File: config.mk
export PLATFORM = sky130hd
export DESIGN_NAME = split_eval_sequencer
export DESIGN_NICKNAME = d
export VERILOG_FILES = /design/src/rtl/split_eval_sequencer_pkg.sv /design/src/rtl/split_next_idx.sv /design/src/rtl/split_eval_sequencer.sv
export SDC_FILE = /design/constraint.sdc
export NUM_CORES = 1
export LEC_CHECK = 0
export CAP_MARGIN = 40
export CELL_PAD_IN_SITES_DETAIL_PLACEMENT = 2
export CELL_PAD_IN_SITES_GLOBAL_PLACEMENT = 2
export CORE_MARGIN = 3
export CORE_UTILIZATION = 31
export DETAILED_ROUTE_END_ITERATION = 12
export PLACE_DENSITY_LB_ADDON = 0.1
export SYNTH_ARGS = -nofsm -noshare
export SYNTH_HDL_FRONTEND = slang
export SYNTH_HIERARCHICAL = 1
export SYNTH_SLANG_ARGS = --single-unit
File: constraint.sdc
create_clock -name clk -period 3.2 [get_ports clk]
set_clock_uncertainty 0.15 [all_clocks]
set_input_delay 0.96 -clock clk [delete_from_list [all_inputs] [get_ports clk]]
set_output_delay 0.96 -clock clk [all_outputs]
set_load 0.03 [all_outputs]
File: src/rtl/split_eval_sequencer_pkg.sv
// Shared types and constants for the split evaluation sequencer.
//   - split_state_e : sequencer FSM states
//   - DefNumSplits  : default size of the split checker bank
//   - DefEvalLat    : default checker latency (load to valid result)
//   - sel_width()   : width of a split index (at least 1)
//   - cnt_width()   : width of the latency counter, which holds EVAL_LAT-1
package split_eval_sequencer_pkg;

  localparam int unsigned DefNumSplits = 8;
  localparam int unsigned DefEvalLat   = 2;

  typedef enum logic [2:0] {
    StIdle,
    StLoad,
    StWait,
    StCheck,
    StDone
  } split_state_e;

  function automatic int unsigned sel_width(input int unsigned n);
    return (n > 1) ? int'($clog2(n)) : 1;
  endfunction

  function automatic int unsigned cnt_width(input int unsigned lat);
    return (lat > 1) ? int'($clog2(lat)) : 1;
  endfunction

endpackage

File: src/rtl/split_next_idx.sv
// Lowest-set-bit finder over a split enable mask.
//   mask : candidate splits
//   idx  : index of the lowest set bit of mask (0 when mask is empty)
//   any  : mask has at least one bit set
module split_next_idx #(
  parameter int unsigned NUM_SPLITS = 8,
  parameter int unsigned SEL_W      = 3
) (
  input  logic [NUM_SPLITS-1:0] mask,
  output logic [SEL_W-1:0]      idx,
  output logic                  any
);

  always_comb begin
    idx = '0;
    any = |mask;
    // Scan downwards so the lowest set bit is the last one written.
    for (int i = NUM_SPLITS - 1; i >= 0; i--) begin
      if (mask[i]) begin
        idx = SEL_W'(i);
      end
    end
  end

endmodule

File: src/rtl/split_eval_sequencer.sv
// Sequences the split checker bank over one shared operand bus.
// Walks the enabled splits in ascending index order, gives each one EVAL_LAT cycles to
// produce its result, ANDs the results and stops at the first failing split.
//   clk, rst_n    : clock, asynchronous active-low reset
//   start_i       : begin a pass (accepted only when idle)
//   abort_i       : cancel a pass in progress
//   split_mask_i  : per-split enable, captured when start is accepted
//   split_x_i     : result of the selected split
//   split_sel_o   : index of the split under evaluation (held between passes)
//   split_load_o  : one-cycle operand load strobe for split_sel_o
//   busy_o        : pass in progress
//   done_o        : one-cycle end-of-pass strobe
//   sat_o         : pass result, held until the next completed pass
//   fail_idx_o    : first failing split, meaningful when done_o && !sat_o
//   aborted_o     : one-cycle strobe after a pass was cancelled
module split_eval_sequencer
  import split_eval_sequencer_pkg::*;
#(
  parameter int unsigned NUM_SPLITS = DefNumSplits,
  parameter int unsigned SEL_W      = sel_width(NUM_SPLITS),
  parameter int unsigned EVAL_LAT   = DefEvalLat
) (
  input  logic                  clk,
  input  logic                  rst_n,
  input  logic                  start_i,
  input  logic                  abort_i,
  input  logic [NUM_SPLITS-1:0] split_mask_i,
  input  logic                  split_x_i,
  output logic [SEL_W-1:0]      split_sel_o,
  output logic                  split_load_o,
  output logic                  busy_o,
  output logic                  done_o,
  output logic                  sat_o,
  output logic [SEL_W-1:0]      fail_idx_o,
  output logic                  aborted_o
);

  localparam int unsigned   CntW    = cnt_width(EVAL_LAT);
  localparam logic [CntW-1:0] CntLoad = CntW'(EVAL_LAT - 1);

  split_state_e          state_q, state_d;
  logic [NUM_SPLITS-1:0] mask_q, mask_d;
  logic [SEL_W-1:0]      sel_q, sel_d;
  logic [CntW-1:0]       cnt_q, cnt_d;
  logic                  sat_q, sat_d;
  logic [SEL_W-1:0]      fail_q, fail_d;
  logic                  aborted_q, aborted_d;

  logic [NUM_SPLITS-1:0] mask_rest;
  logic [NUM_SPLITS-1:0] pick_mask;
  logic [SEL_W-1:0]      pick_idx;
  logic                  pick_any;
  logic                  in_pass;

  // Mask with the split under evaluation retired.
  assign mask_rest = mask_q & ~(NUM_SPLITS'(1) << sel_q);

  // One finder serves both the first pick (from the incoming mask) and the next pick.
  assign pick_mask = (state_q == StIdle) ? split_mask_i : mask_rest;

  split_next_idx #(
    .NUM_SPLITS(NUM_SPLITS),
    .SEL_W     (SEL_W)
  ) u_next_idx (
    .mask(pick_mask),
    .idx (pick_idx),
    .any (pick_any)
  );

  assign in_pass = (state_q == StLoad) || (state_q == StWait) || (state_q == StCheck);

  always_comb begin
    state_d   = state_q;
    mask_d    = mask_q;
    sel_d     = sel_q;
    cnt_d     = cnt_q;
    sat_d     = sat_q;
    fail_d    = fail_q;
    aborted_d = 1'b0;

    unique case (state_q)
      StIdle: begin
        if (start_i) begin
          mask_d = split_mask_i;
          if (pick_any) begin
            sel_d   = pick_idx;
            state_d = StLoad;
          end else begin
            sat_d   = 1'b1;
            state_d = StDone;
          end
        end
      end
      StLoad: begin
        cnt_d   = CntLoad;
        state_d = StWait;
      end
      StWait: begin
        if (cnt_q == '0) begin
          state_d = StCheck;
        end else begin
          cnt_d = cnt_q - 1'b1;
        end
      end
      StCheck: begin
        if (!split_x_i) begin
          sat_d   = 1'b0;
          fail_d  = sel_q;
          state_d = StDone;
        end else begin
          mask_d = mask_rest;
          if (pick_any) begin
            sel_d   = pick_idx;
            state_d = StLoad;
          end else begin
            sat_d   = 1'b1;
            state_d = StDone;
          end
        end
      end
      StDone: begin
        state_d = StIdle;
      end
      default: begin
        state_d = StIdle;
      end
    endcase

    // Abort wins over anything decided above, including a same-cycle check result.
    if (abort_i && in_pass) begin
      state_d   = StIdle;
      mask_d    = mask_q;
      sel_d     = sel_q;
      cnt_d     = cnt_q;
      sat_d     = sat_q;
      fail_d    = fail_q;
      aborted_d = 1'b1;
    end
  end

  always_ff @(posedge clk or negedge rst_n) begin
    if (!rst_n) begin
      state_q   <= StIdle;
      mask_q    <= '0;
      sel_q     <= '0;
      cnt_q     <= '0;
      sat_q     <= 1'b0;
      fail_q    <= '0;
      aborted_q <= 1'b0;
    end else begin
      state_q   <= state_d;
      mask_q    <= mask_d;
      sel_q     <= sel_d;
      cnt_q     <= cnt_d;
      sat_q     <= sat_d;
      fail_q    <= fail_d;
      aborted_q <= aborted_d;
    end
  end

  assign split_sel_o  = sel_q;
  assign split_load_o = (state_q == StLoad);
  assign busy_o       = in_pass;
  assign done_o       = (state_q == StDone);
  assign sat_o        = sat_q;
  assign fail_idx_o   = fail_q;
  assign aborted_o    = aborted_q;

endmodule

==> summary.md <==
| Metric | Value |
|---|---|
| TritonRoute pass-1 iters | `5` |
| Async set-reset flop share out of synthesis | `1.00` |
| Largest driver fanout on the critical path | `12` |
| Max transition margin | `0.683` |
| Synthesized instance count | `around 140` |
| Post-route clock period utilization | `0.943` |
| Fraction of the yosys area taken by sequential cells | `0.395` |
| Aggregate global routing overflow | `0` |
| Final count of hold timing violations | `0` |
| Most used cells in the layout excluding fill and tap cells | `sky130_fd_sc_hd__clkdlybuf4s50_1, sky130_fd_sc_hd__dfrtp_1, sky130_fd_sc_hd__nand2_1, sky130_fd_sc_hd__o21ai_0, sky130_fd_sc_hd__inv_1` |
| I/O pin count | `24` |
| Multi-input combinational cell area | `slightly below 700 um2` |
| Hold depth | `1` |
| Sum of net half-perimeters after detailed placement | `approximately 2800 um` |
| Full die area | `between 4000 and 5000 um2` |
| Quantity of hold-fixing buffers added after cts | `0` |
| # Post-CTS Setup Buffers | `0` |
| Worst path cell trace | `nor3b_1 > clkdlybuf4s50_1` |
| Count of clock tree sinks | `20` |
| Flops & latches, synth | `20` |
| Antenna cell count | `0` |
| Number of remaining DRC errors | `0` |
| Worst-case clock buffer depth | `2` |
| Via count of the first global-routing pass | `~1300` |
| Pre-CTS WS | `0.173 ns` |
| TritonCTS clock tree | `built` |
| Setup Viol. Count Final | `0` |
| Type of element launching the critical path | `register` |
| Largest stage delay, worst path | `around 0.74 ns` |
| Number of clock buffers inserted by TritonCTS | `3` |
| Clock latency reported for the late side of the worst-skew pair | `roughly 0.26 ns` |
| Standard-cell rows | `22` |
| Reg-to-reg setup timing slack | `about 0.4 ns` |
| Largest delay contributor family on the critical path | `buffers and inverters` |
| Vias after detailed routing | `between 1000 and 1500` |
| Data required time of the worst path | `2.09 ns` |
| Area growth syn-to-layout | `26.4%` |
| Horizontal extent of the die | `~70 um` |
| Number of nets in the final layout | `about 170` |
| Placer congestion estimate | `between 0.7 and 0.8` |
| Number of filler instances in the final layout | `around 430` |
| Number of vias per cell | `5.59` |
| Top FF cell, synth | `sky130_fd_sc_hd__dfrtp_1` |
| Syn. warnings | `6` |
| Register cell area after layout | `approximately 500 um2` |
| Maximum clock rate | `between 300 and 400 MHz` |
| Number of buffer and inverter instances along the worst setup path | `1` |
| Result of the run | `complete, no violations` |
| Largest net degree at the start of global routing | `21` |
| Number of port buffers | `23` |
| Number of routed nets with antenna violations | `0` |
| Clock period minus final worst setup slack | `roughly 3.0 ns` |
| Initial Util | `0.334` |
| Most frequent standard cell in the layout excluding fill and tap cells | `sky130_fd_sc_hd__clkdlybuf4s50_1` |
| Chip Height | `approximately 70 um` |
| Data arrival time of the critical path | `approximately 1.9 ns` |
| Unique masters post-synth | `36` |
| Post-Route Hold Slack | `between 0.3 and 0.4 ns` |
| Antenna violations before repair | `0` |
| Cell Area, Placed | `between 1500 and 2000 um2` |
| Netlist area before placement | `~1300 um2` |
| Clk slew on worst S/H paths | `around 0.080 ns` |
| Min setup slack post-route | `0.183 ns` |
| Post-Syn Area per Cell | `between 9 and 10 um2` |
| Setup repair after global routing missed its margin | `false` |
| Wirelength, routed | `approximately 3900 um` |
| Total Negative Setup Slacks | `0 ns` |
| Library cell used as clock root buffer | `sky130_fd_sc_hd__clkbuf_8` |
| Class of the most critical setup path | `register to output port` |
| Drt wl/cell | `between 15 and 20 um` |
| Worst-path cell with the longest stage delay | `sky130_fd_sc_hd__clkdlybuf4s50_1` |
| CTS resizes | `0` |
| Share of post-route cells with drive strength above 1 | `0.138` |
| Stages on the worst setup path | `2` |
| Core box area | `~3800 um2` |
| Worst r2r path cells | `6` |
| Hold WC Path Type | `register to register` |
| Max capacitance violation total | `0` |
| Wire length of the first global-routing pass | `about 6700 um` |
| Count of flip-flops with a built-in enable after synthesis | `0` |
| Leakage dissipation | `between 0.7 and 0.8 nW` |
| Global router's overall resource usage | `0.171` |
| Total power density per cell area | `~1000 nW/um2` |
| Post-route standard cell area excluding fillers | `around 1600 um2` |
| Element type at the critical path end | `output port` |
| H-tree levels | `1` |
| Slew of the pin with the lowest slew margin | `~0.47 ns` |
| Peak supply drop | `about 0.37 mV` |
| Max-slew violations | `0` |
| Syn nets | `149` |
| Detailed router's first-iteration violation count | `18` |
power by group:
| part | switching, mW | leakage, nW | internal (mW) | total [mW] |
|---|---|---|---|---|
| logic | 0.552 | 0.427 | 0.398 | 0.950 |
| registers | 0.138 | 0.252 | 0.364 | 0.503 |
| clock network | 0.0939 | 0.0288 | 0.110 | 0.204 |
Yosys cell counts, drive strengths merged, types with 4 or more instances:
library cell	count	area (um2)
mux2	6	67.6
o21ai	18	90.1
nand2	17	63.8
nor3	4	42.5
nand3b	4	42.5
inv	12	45.0
buf	6	37.5
nor2	5	18.8
dfrtp	20	500
a32oi	8	70.1
metal layers:
metal,track usage,share of wire,wire [um]
met1,0.219,0.45,1730
met5,0,0,0
met2,0.294,0.50,1930
met4,0.0383,0.0075,29
met3,0.0345,0.043,168
cell type report:
class | instances | share of cell area
Clock buffer | 4 | 0.0344
Multi-Input combinational cell | 95 | 0.420
Tap cell | 48 | 0.0375
Timing Repair Buffer | 28 | 0.167
Inverter | 12 | 0.0281
Sequential cell | 20 | 0.312
stage by stage:
step           utilization  power (mW)  cells
5_1_grt              0.422        1.80    207
6_report             0.422        1.66    207
3_3_place_gp         0.407        1.41    203
4_1_cts              0.422        1.68    207
2_1_floorplan            -        1.12    136
3_5_place_dp         0.407        1.46    203
path summary, 6_finish.rpt:
check | startpoint | end
max | state_q[2]$_DFFE_PN0P_ | split_load_o
min | fail_idx_o[0]$_DFFE_PN0P_ | fail_idx_o[0]$_DFFE_PN0P_
max reg2reg | state_q[2]$_DFFE_PN0P_ | split_sel_o[0]$_DFFE_PN0P_
min reg2reg | fail_idx_o[0]$_DFFE_PN0P_ | fail_idx_o[0]$_DFFE_PN0P_
max in group asynchronous | rst_n | mask_q[3]$_DFFE_PN0P_
min in group asynchronous | rst_n | split_sel_o[2]$_DFFE_PN0P_
kinds of logic (layout without fill, tap and decap cells):
kind of cell	Yosys count	count (layout)	share of synthesized area
compound gates	40	40	0.215
xor+xnor	1	1	0.00691
flops	20	20	0.395
mux	6	6	0.0533
buf+inv	21	44	0.0740
simple gates	48	48	0.256
flip-flops by register name, summed over array words and instances, names as in the netlist:
name	flops
cnt_q	1
split_sel_o	3
fail_idx_o	3
mask_q	8
aborted_o	1
state_q	3
sat_o	1
No activity file was read; power rests on OpenSTA's default activity.
